--- src/rtl/spi_slave_tx_fifo_if.sv ---
// Bus between the slave protocol controller / SPI pads and spi_slave_tx_fifo.
// The slave modport is the transmit engine's view; master is the driver side.
`timescale 1ns/1ps
interface spi_slave_tx_fifo_if #(
  parameter int DATA_W = 32,
  parameter int CNT_W  = 8
);
  logic              sclk;
  logic              cs;
  logic [1:0]        mode;
  logic [CNT_W-1:0]  counter_in;
  logic              counter_in_upd;
  logic [DATA_W-1:0] data;
  logic              data_valid;
  logic              data_ready;
  logic [3:0]        sdo;
  logic [3:0]        oe;
  logic              done;
  logic              underrun;

  modport slave (
    input  sclk, cs, mode, counter_in, counter_in_upd, data, data_valid,
    output data_ready, sdo, oe, done, underrun
  );

  modport master (
    output sclk, cs, mode, counter_in, counter_in_upd, data, data_valid,
    input  data_ready, sdo, oe, done, underrun
  );
endinterface

--- src/rtl/spi_slave_tx_fifo.sv ---
// SPI slave transmit engine with word FIFO, clocked entirely on sys_clk.
// Define SPI_TX_MULTILANE_EN to honour mode (dual/quad lanes); otherwise single lane only.
//
// state    | meaning
// ST_IDLE  | cs inactive, waiting for cs_s low
// ST_ARMED | selected, waiting for counter_in_upd to load first word
// ST_SHIFT | shifting words out on falling sclk_s
`timescale 1ns/1ps
module spi_slave_tx_fifo #(
  parameter int DATA_W      = 32,
  parameter int CNT_W       = 8,
  parameter int FIFO_DEPTH  = 4,
  parameter int SYNC_STAGES = 2
) (
  input  logic               sys_clk,
  input  logic               rstn,
  spi_slave_tx_fifo_if.slave bus
);
  localparam int PTR_W = $clog2(FIFO_DEPTH);
  localparam int BP_W  = $clog2(DATA_W) + 1;
  localparam logic [BP_W-1:0]  WORD_BITS = BP_W'(DATA_W);
  localparam logic [PTR_W:0]   FULL_CNT  = (PTR_W+1)'(FIFO_DEPTH);

  typedef enum logic [1:0] {ST_IDLE, ST_ARMED, ST_SHIFT} state_t;

  state_t                 state_q, state_d;
  logic [SYNC_STAGES-1:0] sclk_sync_q, sclk_sync_d;
  logic [SYNC_STAGES-1:0] cs_sync_q, cs_sync_d;
  logic                   sclk_prev_q, sclk_prev_d;
  logic                   cs_prev_q, cs_prev_d;
  logic [CNT_W-1:0]       counter_q, counter_d;
  logic [CNT_W-1:0]       target_q, target_d;
  logic [BP_W-1:0]        bitpos_q, bitpos_d;
  logic [DATA_W-1:0]      shreg_q, shreg_d;
  logic [DATA_W-1:0]      mem_q [FIFO_DEPTH];
  logic [DATA_W-1:0]      mem_d [FIFO_DEPTH];
  logic [PTR_W-1:0]       wr_ptr_q, wr_ptr_d, rd_ptr_q, rd_ptr_d;
  logic [PTR_W:0]         count_q, count_d;
  logic                   done_q, done_d;
  logic                   underrun_q, underrun_d;

  logic              cs_s, sclk_s, shift_ev, cs_rise;
  logic              full, empty, push, pop, pop_ok, last_ev;
  logic [2:0]        lanes;
  logic [3:0]        lane_mask, sdo_w;
  logic [DATA_W-1:0] shifted, pop_word;
  logic [BP_W-1:0]   next_bitpos;

  always_comb begin
    sclk_sync_d = {sclk_sync_q[SYNC_STAGES-2:0], bus.sclk};
    cs_sync_d   = {cs_sync_q[SYNC_STAGES-2:0], bus.cs};
    sclk_prev_d = sclk_s;
    cs_prev_d   = cs_s;
  end

  assign sclk_s   = sclk_sync_q[SYNC_STAGES-1];
  assign cs_s     = cs_sync_q[SYNC_STAGES-1];
  assign shift_ev = sclk_prev_q & ~sclk_s & ~cs_s;
  assign cs_rise  = ~cs_prev_q & cs_s;

`ifdef SPI_TX_MULTILANE_EN
  always_comb begin
    case (bus.mode)
      2'b01: begin
        lanes     = 3'd2;
        lane_mask = 4'h3;
        shifted   = {shreg_q[DATA_W-3:0], 2'b00};
        sdo_w     = {2'b00, shreg_q[DATA_W-1 -: 2]};
      end
      2'b10: begin
        lanes     = 3'd4;
        lane_mask = 4'hF;
        shifted   = {shreg_q[DATA_W-5:0], 4'h0};
        sdo_w     = shreg_q[DATA_W-1 -: 4];
      end
      default: begin
        lanes     = 3'd1;
        lane_mask = 4'h1;
        shifted   = {shreg_q[DATA_W-2:0], 1'b0};
        sdo_w     = {3'b000, shreg_q[DATA_W-1]};
      end
    endcase
  end
`else
  logic [1:0] unused_mode;
  assign unused_mode = bus.mode;
  assign lanes       = 3'd1;
  assign lane_mask   = 4'h1;
  assign shifted     = {shreg_q[DATA_W-2:0], 1'b0};
  assign sdo_w       = {3'b000, shreg_q[DATA_W-1]};
`endif

  assign full     = (count_q == FULL_CNT);
  assign empty    = (count_q == '0);
  assign push     = bus.data_valid & ~full;
  assign pop_ok   = pop & ~empty;
  assign pop_word = empty ? '0 : mem_q[rd_ptr_q];

  always_comb begin
    state_d     = state_q;
    counter_d   = counter_q;
    target_d    = target_q;
    bitpos_d    = bitpos_q;
    shreg_d     = shreg_q;
    done_d      = 1'b0;
    underrun_d  = underrun_q;
    pop         = 1'b0;
    // Completion compare is one bit wider so counter+L cannot wrap.
    last_ev     = ({1'b0, counter_q} + {{(CNT_W-2){1'b0}}, lanes}) > {1'b0, target_q};
    next_bitpos = bitpos_q + {{(BP_W-3){1'b0}}, lanes};

    case (state_q)
      ST_IDLE: begin
        if (!cs_s) state_d = ST_ARMED;
      end
      ST_ARMED: begin
        if (bus.counter_in_upd) begin
          target_d = bus.counter_in;
          pop      = 1'b1;
          shreg_d  = pop_word;
          bitpos_d = '0;
          state_d  = ST_SHIFT;
        end
      end
      ST_SHIFT: begin
        if (bus.counter_in_upd) target_d = bus.counter_in;
        if (shift_ev) begin
          if (last_ev) begin
            done_d    = 1'b1;
            counter_d = '0;
            state_d   = ST_ARMED;
          end else begin
            counter_d = counter_q + {{(CNT_W-3){1'b0}}, lanes};
            if (next_bitpos == WORD_BITS) begin
              pop      = 1'b1;
              shreg_d  = pop_word;
              bitpos_d = '0;
            end else begin
              shreg_d  = shifted;
              bitpos_d = next_bitpos;
            end
          end
        end
      end
      default: state_d = ST_IDLE;
    endcase

    if (pop && empty) underrun_d = 1'b1;

    if (cs_rise) begin
      state_d    = ST_IDLE;
      counter_d  = '0;
      target_d   = CNT_W'(7);
      bitpos_d   = '0;
      shreg_d    = '0;
      done_d     = 1'b0;
      underrun_d = 1'b0;
    end
  end

  always_comb begin
    mem_d    = mem_q;
    wr_ptr_d = wr_ptr_q;
    rd_ptr_d = rd_ptr_q;
    count_d  = count_q;
    if (push) begin
      mem_d[wr_ptr_q] = bus.data;
      wr_ptr_d        = wr_ptr_q + PTR_W'(1);
    end
    if (pop_ok) rd_ptr_d = rd_ptr_q + PTR_W'(1);
    case ({push, pop_ok})
      2'b10:   count_d = count_q + 1'b1;
      2'b01:   count_d = count_q - 1'b1;
      default: count_d = count_q;
    endcase
    if (cs_rise) begin
      wr_ptr_d = '0;
      rd_ptr_d = '0;
      count_d  = '0;
    end
  end

  always_ff @(posedge sys_clk or negedge rstn) begin
    if (!rstn) begin
      state_q     <= ST_IDLE;
      sclk_sync_q <= '0;
      cs_sync_q   <= '1;
      sclk_prev_q <= 1'b0;
      cs_prev_q   <= 1'b1;
      counter_q   <= '0;
      target_q    <= CNT_W'(7);
      bitpos_q    <= '0;
      shreg_q     <= '0;
      wr_ptr_q    <= '0;
      rd_ptr_q    <= '0;
      count_q     <= '0;
      done_q      <= 1'b0;
      underrun_q  <= 1'b0;
      for (int i = 0; i < FIFO_DEPTH; i++) mem_q[i] <= '0;
    end else begin
      state_q     <= state_d;
      sclk_sync_q <= sclk_sync_d;
      cs_sync_q   <= cs_sync_d;
      sclk_prev_q <= sclk_prev_d;
      cs_prev_q   <= cs_prev_d;
      counter_q   <= counter_d;
      target_q    <= target_d;
      bitpos_q    <= bitpos_d;
      shreg_q     <= shreg_d;
      wr_ptr_q    <= wr_ptr_d;
      rd_ptr_q    <= rd_ptr_d;
      count_q     <= count_d;
      done_q      <= done_d;
      underrun_q  <= underrun_d;
      mem_q       <= mem_d;
    end
  end

  assign bus.sdo        = sdo_w;
  assign bus.oe         = (state_q == ST_SHIFT) ? lane_mask : 4'h0;
  assign bus.done       = done_q;
  assign bus.underrun   = underrun_q;
  assign bus.data_ready = ~full;
endmodule
--- src/flat_wrapper.sv ---
// flat-port wrapper written by rule: the top's interface ports become plain ports
module spi_slave_tx_fifo_flat 
#(
  parameter int DATA_W      = 32,
  parameter int CNT_W       = 8,
  parameter int FIFO_DEPTH  = 4,
  parameter int SYNC_STAGES = 2
)
  (sys_clk, rstn, bus_sclk, bus_cs, bus_mode, bus_counter_in, bus_counter_in_upd, bus_data, bus_data_valid, bus_data_ready, bus_sdo, bus_oe, bus_done, bus_underrun);
  spi_slave_tx_fifo_if #(.DATA_W(DATA_W), .CNT_W(CNT_W)) bus_i ();
  input  logic sys_clk;
  input  logic rstn;
  input wire logic [$bits(bus_i.sclk)-1:0] bus_sclk;
  input wire logic [$bits(bus_i.cs)-1:0] bus_cs;
  input wire logic [$bits(bus_i.mode)-1:0] bus_mode;
  input wire logic [$bits(bus_i.counter_in)-1:0] bus_counter_in;
  input wire logic [$bits(bus_i.counter_in_upd)-1:0] bus_counter_in_upd;
  input wire logic [$bits(bus_i.data)-1:0] bus_data;
  input wire logic [$bits(bus_i.data_valid)-1:0] bus_data_valid;
  output wire logic [$bits(bus_i.data_ready)-1:0] bus_data_ready;
  output wire logic [$bits(bus_i.sdo)-1:0] bus_sdo;
  output wire logic [$bits(bus_i.oe)-1:0] bus_oe;
  output wire logic [$bits(bus_i.done)-1:0] bus_done;
  output wire logic [$bits(bus_i.underrun)-1:0] bus_underrun;
  assign bus_i.sclk = bus_sclk;
  assign bus_i.cs = bus_cs;
  assign bus_i.mode = bus_mode;
  assign bus_i.counter_in = bus_counter_in;
  assign bus_i.counter_in_upd = bus_counter_in_upd;
  assign bus_i.data = bus_data;
  assign bus_i.data_valid = bus_data_valid;
  assign bus_data_ready = bus_i.data_ready;
  assign bus_sdo = bus_i.sdo;
  assign bus_oe = bus_i.oe;
  assign bus_done = bus_i.done;
  assign bus_underrun = bus_i.underrun;
  spi_slave_tx_fifo #(.DATA_W(DATA_W), .CNT_W(CNT_W), .FIFO_DEPTH(FIFO_DEPTH), .SYNC_STAGES(SYNC_STAGES)) u_core (.sys_clk(sys_clk), .rstn(rstn), .bus(bus_i));
endmodule
--- config.mk ---
export PLATFORM = sky130hd
export DESIGN_NAME = spi_slave_tx_fifo_flat
export DESIGN_NICKNAME = d
export VERILOG_FILES = /design/src/rtl/spi_slave_tx_fifo_if.sv /design/src/rtl/spi_slave_tx_fifo.sv /design/src/flat_wrapper.sv
export SDC_FILE = /design/constraint.sdc
export NUM_CORES = 1
export LEC_CHECK = 0
export ABC_AREA = 0
export CORE_ASPECT_RATIO = 1.1
export CORE_MARGIN = 2
export CORE_UTILIZATION = 48
export CTS_BUF_LIST = sky130_fd_sc_hd__clkbuf_8
export DETAILED_ROUTE_END_ITERATION = 8
export HOLD_SLACK_MARGIN = 0.02
export PLACE_DENSITY = 0.67
export SLEW_MARGIN = 25
export SYNTH_ARGS = -nofsm -noshare
export SYNTH_HDL_FRONTEND = slang
export SYNTH_SLANG_ARGS = --single-unit
--- constraint.sdc ---
create_clock -name sys_clk -period 5 [get_ports sys_clk]
set_input_delay 0.75 -clock sys_clk [delete_from_list [all_inputs] [get_ports sys_clk]]
set_output_delay 0.75 -clock sys_clk [all_outputs]
set_load 0.005 [all_outputs]
==> Word level (Yosys, flattened, before mapping) <==
Cells that the tools add are included.
W data, S select, Z words.
{ "word_totals": {"ff_bits": 199, "inputBits": 48, "out_inout_bits": 11, "wordCells": 120} }
{ "op_classes": {"addsub": 7, "n_lt_le_gt_ge": 4, "n_eq_ne": 11, "mux": 50, "bitwise": 12, "reduce_logical": 18} }
{ "ops": {"columns": ["op", "n"], "rows": [
  ["$mux W32", 9],
  ["$bwmux W128", 1],
  ["$bmux W32 S2", 1],
  ["$demux W32 S2", 1],
  ["$pmux W32 S2", 1],
  ["$mux W8", 7],
  ["$mux W6", 5],
  ["$mux W2", 9],
  ["$reduce_bool A2 Y1", 7],
  ["$pmux W6 S2", 1],
  ["$mux W1", 11],
  ["$add A8 B1 Y9 const B", 1],
  ["$gt A9 B8 Y1", 1],
  ["$add A8 B1 Y8 const B", 1],
  ["$reduce_and A4 Y1", 2],
  ["$add A6 B1 Y6 const B", 1],
  ["$eq A6 B6 Y1 const B", 1],
  ["$ge A3 B3 Y1 const B", 2],
  ["$ne A3 B1 Y1 const B", 2],
  ["$ne A3 B2 Y1 const B", 2],
  ["$not A2 Y3", 2],
  ["$pmux W2 S3", 1],
  ["$pmux W3 S2", 1],
  ["$reduce_bool A3 Y1", 2],
  ["other kinds (17)", 30]
]} }

==> Depth between registers and ports, before layout <==
Gate-level depths: netlist of run 1.
{ "depth": {"word_depth": 10, "ltp_mapped": 15, "depth_no_buf": 15} }

==> Worst setup path before layout of run 1 <==
Ideal clock, no wire load.
{ "synth_timing": {"path_type": "register -> register", "start": "register u_core.counter_q[0]", "end": "register u_core.count_q[2]", "setup_ns": 0.088, "arrival_ns": 3.391, "t_required_ns": 4.912, "path_slack_ns": 1.521, "path_stages_with_launch": 15, "path_buffers": 0, "period_less_slack_ns": 3.479, "cell_sequence": "dfrtp_1 ha_1 and3_1 xor2_1 ha_1 nand3_1 o21bai_1 a211oi_1 o31a_1 nor3_1 fa_1 and2_1 o311ai_0 o211ai_1 a41oi_1"} }
{ "synth_via": {"elab_chain_len": 9, "word_cells_on_any_way": 11, "classes_between": "add/sub (1); order compare (1); eq/ne (2); mux (5); bitwise (1); reduce/logical (1)"} }
{ "synth_lines": {"columns": ["element", "line_no", "text"], "rows": [
  ["from (decl)", "spi_slave_tx_fifo.sv:31", "logic [CNT_W-1:0] counter_q, counter_d;"],
  ["from (signal assigned)", "spi_slave_tx_fifo.sv:206", "counter_q <= counter_d;"],
  ["$add A8 B1 Y9 (*)", "spi_slave_tx_fifo.sv:109", "last_ev = ({1'b0, counter_q} + {{(CNT_W-2){1'b0}}, lanes}) > {1'b0, target_q};"],
  ["$gt A9 B8 Y1 (*)", "spi_slave_tx_fifo.sv:109", null],
  ["$mux W1 (*)", "spi_slave_tx_fifo.sv:128", "if (last_ev) begin"],
  ["$mux W1 (*)", "spi_slave_tx_fifo.sv:127", "if (shift_ev) begin"],
  ["$pmux W1 S2 (*)", "spi_slave_tx_fifo.sv:112", "case (state_q)"],
  ["$and A1 B1 Y1 (*)", "spi_slave_tx_fifo.sv:96", "assign pop_ok = pop & ~empty;"],
  ["$eq A2 B1 Y1 / $eq A2 B2 Y1 (equally long branches)", "spi_slave_tx_fifo.sv:171", "case ({push, pop_ok})"],
  ["$pmux W3 S2", "spi_slave_tx_fifo.sv:171", null],
  ["$mux W3", "spi_slave_tx_fifo.sv:176", "if (cs_rise) begin"],
  ["to (signal assigned)", "spi_slave_tx_fifo.sv:212", "count_q <= count_d;"],
  ["to (decl)", "spi_slave_tx_fifo.sv:38", "logic [PTR_W:0] count_q, count_d;"]
]} }
Mark *: on every way between the ends. The rest lies on a longest branch, timed or not.
A chain may end at the register's enable or synchronous reset.

==> Worst setup path after layout of run 1 <==
Ends and elaborated chain as after synthesis.

==> results of run 1 <==
## metrics by stage
stage,hold WS (ns),worst slack (ns)
after CTS,0.368,1.11
after global placement,0.350,1.34
after global routing,0.111,0.714
final,0.122,1.06
after detailed placement,0.351,1.15
after floorplan,0.331,1.52
## cell usage after synthesis (2+ instances only)
| library cell | count |
|---|---|
| or3_1 | 3 |
| mux2_2 | 130 |
| dfstp_2 | 6 |
| or3b_4 | 2 |
| a22o_1 | 4 |
| xor2_1 | 2 |
| o211ai_1 | 3 |
| mux4_2 | 32 |
| nand4_1 | 2 |
| o31a_1 | 2 |
| dfrtp_1 | 193 |
| clkbuf_1 | 25 |
| a21o_1 | 6 |
| ha_1 | 17 |
| nand3_1 | 13 |
| nor2b_1 | 3 |
| a31oi_1 | 2 |
| inv_1 | 12 |
| a211oi_1 | 2 |
| nand2b_1 | 2 |
| o31ai_1 | 36 |
| nand3b_1 | 3 |
| nor3_1 | 7 |
| xnor2_1 | 5 |
| and3_1 | 7 |
| nor2_1 | 45 |
| nand2_1 | 39 |
| o21ai_0 | 43 |
| buf_4 | 7 |
| and2_1 | 5 |
| a21oi_1 | 51 |
| nor4_1 | 3 |
| buf_2 | 18 |
## layer usage
metal | global-route usage, % | up-vias
met5 | 0 | -
met3 | 3.75 | 24
met1 | 25.2 | 3207
li1 | - | 2812
met4 | 6.55 | 0
met2 | 36.6 | 122
## worst max-delay path, stage by stage, from the launching register on
cell and delay [ns]:
dfrtp_1 0.45, ha_1 0.26, and3_1 0.22, nand3_1 0.18
xnor2_1 0.21, ha_1 0.27, and3_1 0.15, a211oi_1 0.27
o22ai_1 0.27, o31a_1 0.39, nor3_1 0.25, fa_1 0.27
and2_1 0.18, o311ai_0 0.16, o211ai_1 0.14, a41oi_1 0.14
## final cells by class
cell class / count / area [um2] / share of cell area (%)
clock buffer: 18 / 248 / 2.34
clock inverter: 14 / 160 / 1.51
inverter: 12 / 45.0 / 0.426
multi-input combinational: 492 / 4180 / 39.5
sequential: 199 / 4990 / 47.2
tap: 247 / 309 / 2.92
timing repair buffer: 66 / 646 / 6.11
## final timing paths
check	startpoint	to	slack [ns]
worst min-delay path	rstn	u_core.target_q[3]	0.12
max in group asynchronous	rstn	u_core.mem_q[98]	3.58
min in group sys_clk	u_core.cs_sync_q[0]	u_core.cs_sync_q[1]	0.36
worst max-delay path	u_core.counter_q[0]	u_core.count_q[2]	1.06
worst max register to register	u_core.counter_q[0]	u_core.count_q[2]	1.06
worst min register to register	u_core.cs_sync_q[0]	u_core.cs_sync_q[1]	0.36
## power breakdown
part | internal, uW | switching [uW]
Combinational | 1270 | 1090
Sequential | 2320 | 401
Clock | 471 | 582
## cell families (layout without fill, tap and decap cells)
kind of cell | after synthesis | after routing | share of synthesized area [%]
fa+ha+maj | 18 | 18 | 2.47
compound gates | 161 | 161 | 10.5
other cells | 1 | 6 | 0.0398
simple gates | 137 | 137 | 6.86
buf+inv | 63 | 110 | 3.11
xor+xnor | 7 | 7 | 0.650
flops | 199 | 199 | 52.9
mux | 163 | 163 | 23.4
## registers in the layout (all words and copies together), names as in the netlist, 3 cells and up
register,flops
u_core.bitpos_q,6
u_core.count_q,3
u_core.counter_q,8
u_core.mem_q,128
u_core.shreg_q,32
u_core.target_q,8
==> metrics.md, run 1 <==
| Metric | Value |
|---|---|
| Root Buffer | clkbuf_8 |
| Minimum clock period after layout | 3.94 ns |
| Antenna viol nets, final | 0 |
| Worst-path clk slew | 0.10 ns |
| Max-slew violation count | 0 |
| Die Ht | 151 um |
| Final instance area | 0.0106 mm2 |
| Filler cell count | 1581 |
| CTS tree | done |
| Hold bufs inserted after CTS | 0 |
| Number of gates resized after cts | 0 |
| Core ar. | 0.0192 mm2 |
| Syn. warnings | 0 |
| Pin count of the biggest net entering global routing | 123 |
| Critical path required time | 5.33 ns |
| Share of layout cells above drive strength 1 | 28.3% |
| Post-synthesis instance total | 749 |
| Final HPWL DP | 12800 um |
| First-pass GRT wire length | 33000 um |
| Final hold vios | 0 |
| Clock latency on the worst-skew pair | 0.47 ns |
| Initial drt markers | 420 |
| Final setup fails | 0 |
| M1 WL | 8280 um |
| Worst r2r path cells | 15 |
| Post-CTS Setup Inserts | 0 |
| Maximum VDD drop | 0.237 mV |
| # nets final | 854 |
| Clk sinks | 199 |
| RSZ-0062 raised after global routing | no |
| Final period utilization | 78.7% |
| GRT Overall Usage | 20.5% |
| Cells after DPL | 1015 |
| Vias | 6165 |
| #FFs+latches synth | 199 |
| MaxCap Viol Count | 0 |
| Crit path DAT | 4.27 ns |
| HP Class | input pin to asynchronous set/reset pin |
| Yosys cell types | 52 |
| Crit Path Class | flop to flop |
| Vias in the first global route | 6608 |
| Commonest non-fill, non-tap cell in the layout | dfrtp_1 |
| Non-filler cells, final | 1048 |
| Met3 wire len | 732 um |
| Async set or reset register ratio after synthesis | 100% |
| Post-synth EDFFs | 0 |
| Commonest non-fill, non-tap cells in the layout | dfrtp_1 (192), mux2_2 (130), clkdlybuf4s50_1 (49) |
| P_leak | 0.00452 uW |
| Total die area | 0.0208 mm2 |
| Worst Max-Slew Pin Slew | 0.737 ns |
| Top layer in use | met4 |
| Crit path max fanout | 7 |
| IO Pins | 59 |
| Routed vias/inst | 5.88 |
| IO Port Bufs | 50 |
| TritonCTS Buffers | 17 |
| Final wirelength | 20100 um |
| Routed WL per cell | 19.2 um |
| Post-synth top flop | dfrtp_1 |
| # H-tree levels | 4 |
| Sequential share of the synthesized area | 52.9% |
| Relative slew margins | 50.5% |
| Remaining global-route overflow | 0 |
| Tot Pwr | 6130 uW |
| Top area cells in the synthesized netlist | dfrtp_1 (51%), mux2_2 (16%), mux4_2 (7.6%) |
| Worst Skew | 0.0107 ns |
| Area leader, netlist | dfrtp_1 |
| Met2 WL | 10700 um |
| Rows | 53 |
| GP Congestion | 0.791 |
| Longest Clk Path Bufs | 2 |
| Final Core Density | 55.2% |
| Critical Path Sink Type | flop |
| Mapped Area | 0.00943 mm2 |
| Critical Path Source Type | flop |
| ANT cells | 0 |
| Avg Inst Size Synth | 12.6 um2 |
| Initial Util | 49.2% |
| P&R area growth vs syn | 12.2% |
| Die W | 138 um |
| Initial antenna violation count | 0 |
| Pwr Density | 580 mW/mm2 |
| Yosys top cell area share | 51.2% |
| Fmax | 254 MHz |
| Pre-antenna DRT Iters | 4 |
| Status | completed |
| DRC violations left | 0 |
| Placed inst area | 0.0101 mm2 |
| Total Neg Setup Slack | 0 ns |
Power figures use the tool's default switching activity.
==> inputs of run 2 (changes only) <==
- clock period: 5 -> 4 ns (I/O delays scaled with it)
==> metrics.md, run 2 (synthesis results as in run 1) <==
| Metric | Value |
|---|---|
| Critical Path Source | u_core.counter_q[0] (unchanged) |
| Sw frac | 33.5% (was 33.8%) |
| Die Ht | 151 um (unchanged) |
| Critical path required time | 4.35 ns (was 5.33 ns) |
| IO Port Bufs | 50 (unchanged) |
| Core ar. | 0.0192 mm2 (unchanged) |
| Slowest-stage cell, CP | dfrtp_1 (unchanged) |
| TritonCTS Buffers | 17 (unchanged) |
| Root Buffer | clkbuf_8 (unchanged) |
| Final wirelength | 20200 um (was 20100 um) |
| Initial drt markers | 329 (was 420) |
| WHS | 0.130 ns (was 0.122 ns) |
| Largest stage delay, worst path | 0.46 ns (was 0.45 ns) |
| First-pass GRT wire length | 32600 um (was 33000 um) |
| Status | completed (unchanged) |
| Commonest non-fill, non-tap cells in the layout | dfrtp_1 (192), mux2_2 (130), clkdlybuf4s50_1 (49) (unchanged) |
| Worst Max-Slew Pin Slew | 0.884 ns (was 0.737 ns) |
| MaxCap Viol Count | 0 (unchanged) |
| Hold bufs inserted after CTS | 0 (unchanged) |
| Critical Path End | u_core.count_q[2] (unchanged) |
| GRT Overall Usage | 20.6% (was 20.5%) |
| Register with the most flip-flops | u_core.mem_q (unchanged) |
| Pint | 5190 uW (was 4060 uW) |
| Worst-path clk slew | 0.10 ns (about the same) |
| Worst path cell trace | ha_1 -> and3_1 -> nand3_1 -> xnor2_1 -> ha_1 -> nand3_1 -> nor3_1 -> o22ai_1 -> o31a_1 -> nor3_1 -> fa_1 -> and2_1 -> o311ai_0 -> o211ai_1 -> a41oi_1 (was ha_1 -> and3_1 -> nand3_1 -> xnor2_1 -> ha_1 -> and3_1 -> a211oi_1 -> o22ai_1 -> o31a_1 -> nor3_1 -> fa_1 -> and2_1 -> o311ai_0 -> o211ai_1 -> a41oi_1) |
| Routed WL per cell | 19.2 um (about the same) |
| Crit path DAT | 4.05 ns (was 4.27 ns) |
| Max-slew violation count | 0 (unchanged) |
| Final hold vios | 0 (unchanged) |
| # nets final | 857 (was 854) |
| Vias in the first global route | 6549 (was 6608) |
| # H-tree levels | 4 (unchanged) |
| Pre-antenna DRT Iters | 5 (was 4) |
| Worst flop-to-flop path startpoint | u_core.counter_q[0] (unchanged) |
| Final worst setup slack | 0.301 ns (was 1.06 ns) |
| HP Class | input pin to asynchronous set/reset pin (unchanged) |
| Total Neg Setup Slack | 0 ns (unchanged) |
| Remaining global-route overflow | 0 (unchanged) |
| Fmax | 270 MHz (was 254 MHz) |
| R2r setup slk | 0.30 ns (was 1.06 ns) |
| Final setup fails | 0 (unchanged) |
| Final instance area | 0.0106 mm2 (about the same) |
| Die W | 138 um (unchanged) |
| P_leak | 0.00454 uW (was 0.00452 uW) |
| Post-CTS Setup Inserts | 0 (unchanged) |
| Pin count of the biggest net entering global routing | 80 (was 123) |
| Rows | 53 (unchanged) |
| Longest Clk Path Bufs | 2 (unchanged) |
| Placed inst area | 0.0102 mm2 (was 0.0101 mm2) |
| GP Congestion | 0.852 (was 0.791) |
| Initial Util | 49.2% (unchanged) |
| P&R area growth vs syn | 12.7% (was 12.2%) |
| Initial antenna violation count | 0 (unchanged) |
| Antenna viol nets, final | 0 (unchanged) |
| Seq pwr share | 44.0% (was 44.4%) |
| Relative slew margins | 41.1% (was 50.5%) |
| IO Pins | 59 (unchanged) |
| Final HPWL DP | 13200 um (was 12800 um) |
| Maximum VDD drop | 0.265 mV (was 0.237 mV) |
| Clk pwr share | 18.3% (was 17.2%) |
| Total die area | 0.0208 mm2 (unchanged) |
| Final period utilization | 92.5% (was 78.7%) |
| Routed vias/inst | 5.87 (was 5.88) |
| Max reg flops | 128 (unchanged) |
| Commonest non-fill, non-tap cell in the layout | dfrtp_1 (unchanged) |
| Largest regs | u_core.mem_q: 128 flops, u_core.shreg_q: 32 flops (unchanged) |
| Crit path max fanout | 6 (was 7) |
| Pwr Density | 735 mW/mm2 (was 580 mW/mm2) |
| Footprint of the multi-input gates | 0.00419 mm2 (was 0.00418 mm2) |
| Clk sinks | 199 (unchanged) |
| Minimum clock period after layout | 3.70 ns (was 3.94 ns) |
| Post-Place Worst Slack | 0.289 ns (was 1.15 ns) |
| Comb power frac | 37.7% (was 38.4%) |
| Reg2reg end | u_core.count_q[2] (unchanged) |
| DRC violations left | 0 (unchanged) |
| RSZ-0062 raised after global routing | no (unchanged) |
| Critical Path Sink Type | flop (unchanged) |
| Critical Path Source Type | flop (unchanged) |
| Number of gates resized after cts | 0 (unchanged) |
| Crit Path Class | flop to flop (unchanged) |
| Psw | 2610 uW (was 2070 uW) |
| Worst Skew | 0.0125 ns (was 0.0107 ns) |
| Register area | 0.00499 mm2 (unchanged) |
| Clock latency on the worst-skew pair | 0.48 ns (was 0.47 ns) |
| Share of layout cells above drive strength 1 | 28.9% (was 28.3%) |
| CTS tree | done (unchanged) |
| ANT cells | 0 (unchanged) |
| Vias | 6169 (was 6165) |
| Worst r2r path cells | 15 (unchanged) |
| Filler cell count | 1575 (was 1581) |
run 2: cell type report:
type	instances	area share, %
sequential	199	47.0
tap	247	2.91
timing repair buffer	69	6.09
multi-input combinational	492	39.4
clock inverter	15	2.00
clock buffer	17	2.20
inverter	12	0.424
run 2: metrics by stage:
step / util [%] / power, uW / instances
after floorplan: - / 5590 / 754
after global placement: 53.1 / 6200 / 1019
after detailed placement: 53.1 / 6440 / 1019
after CTS: 55.4 / 7870 / 1051
after global routing: 55.4 / 8300 / 1051
final: 55.4 / 7800 / 1051
run 2: worst min path at each step:
stage / start / to / slack (ns) / cells after the start
final: rstn / u_core.target_q[4] / 0.13 / 1
after global routing: rstn / u_core.target_q[4] / 0.16 / 1
after CTS: rstn / u_core.mem_q[67] / 0.15 / 1
after detailed placement: u_core.sclk_sync_q[0] / u_core.sclk_sync_q[1] / 0.34 / 0
after global placement: u_core.sclk_sync_q[0] / u_core.sclk_sync_q[1] / 0.35 / 0
after floorplan: rstn / u_core.bitpos_q[0] / 0.30 / 0
run 2: power groups by stage:
stage / clock [uW] / sequential [uW] / combinational, uW
after floorplan: 0 / 3230 / 2360
after global placement: 0 / 3370 / 2830
after detailed placement: 0 / 3470 / 2960
after CTS: 1460 / 3430 / 2980
after global routing: 1540 / 3540 / 3210
final: 1430 / 3430 / 2940
run 2: metal layers:
metal | wire, um | global-route usage (%) | vias up
met2 | 10500 | 36.0 | 123
met1 | 8590 | 25.0 | 3190
met5 | 0 | 0 | -
li1 | - | - | 2818
met4 | 520 | 8.14 | 0
met3 | 615 | 3.92 | 38
run 2: critical path: cells and delay by family (launching register included):
kind | cells | cell delay (ns)
adder cells (fa/ha/maj) | 3 | 0.78
AND/OR/NAND/NOR | 6 | 1.21
flip-flops | 1 | 0.46
XOR/XNOR | 1 | 0.18
AO/OA/AOI/OAI | 5 | 0.95
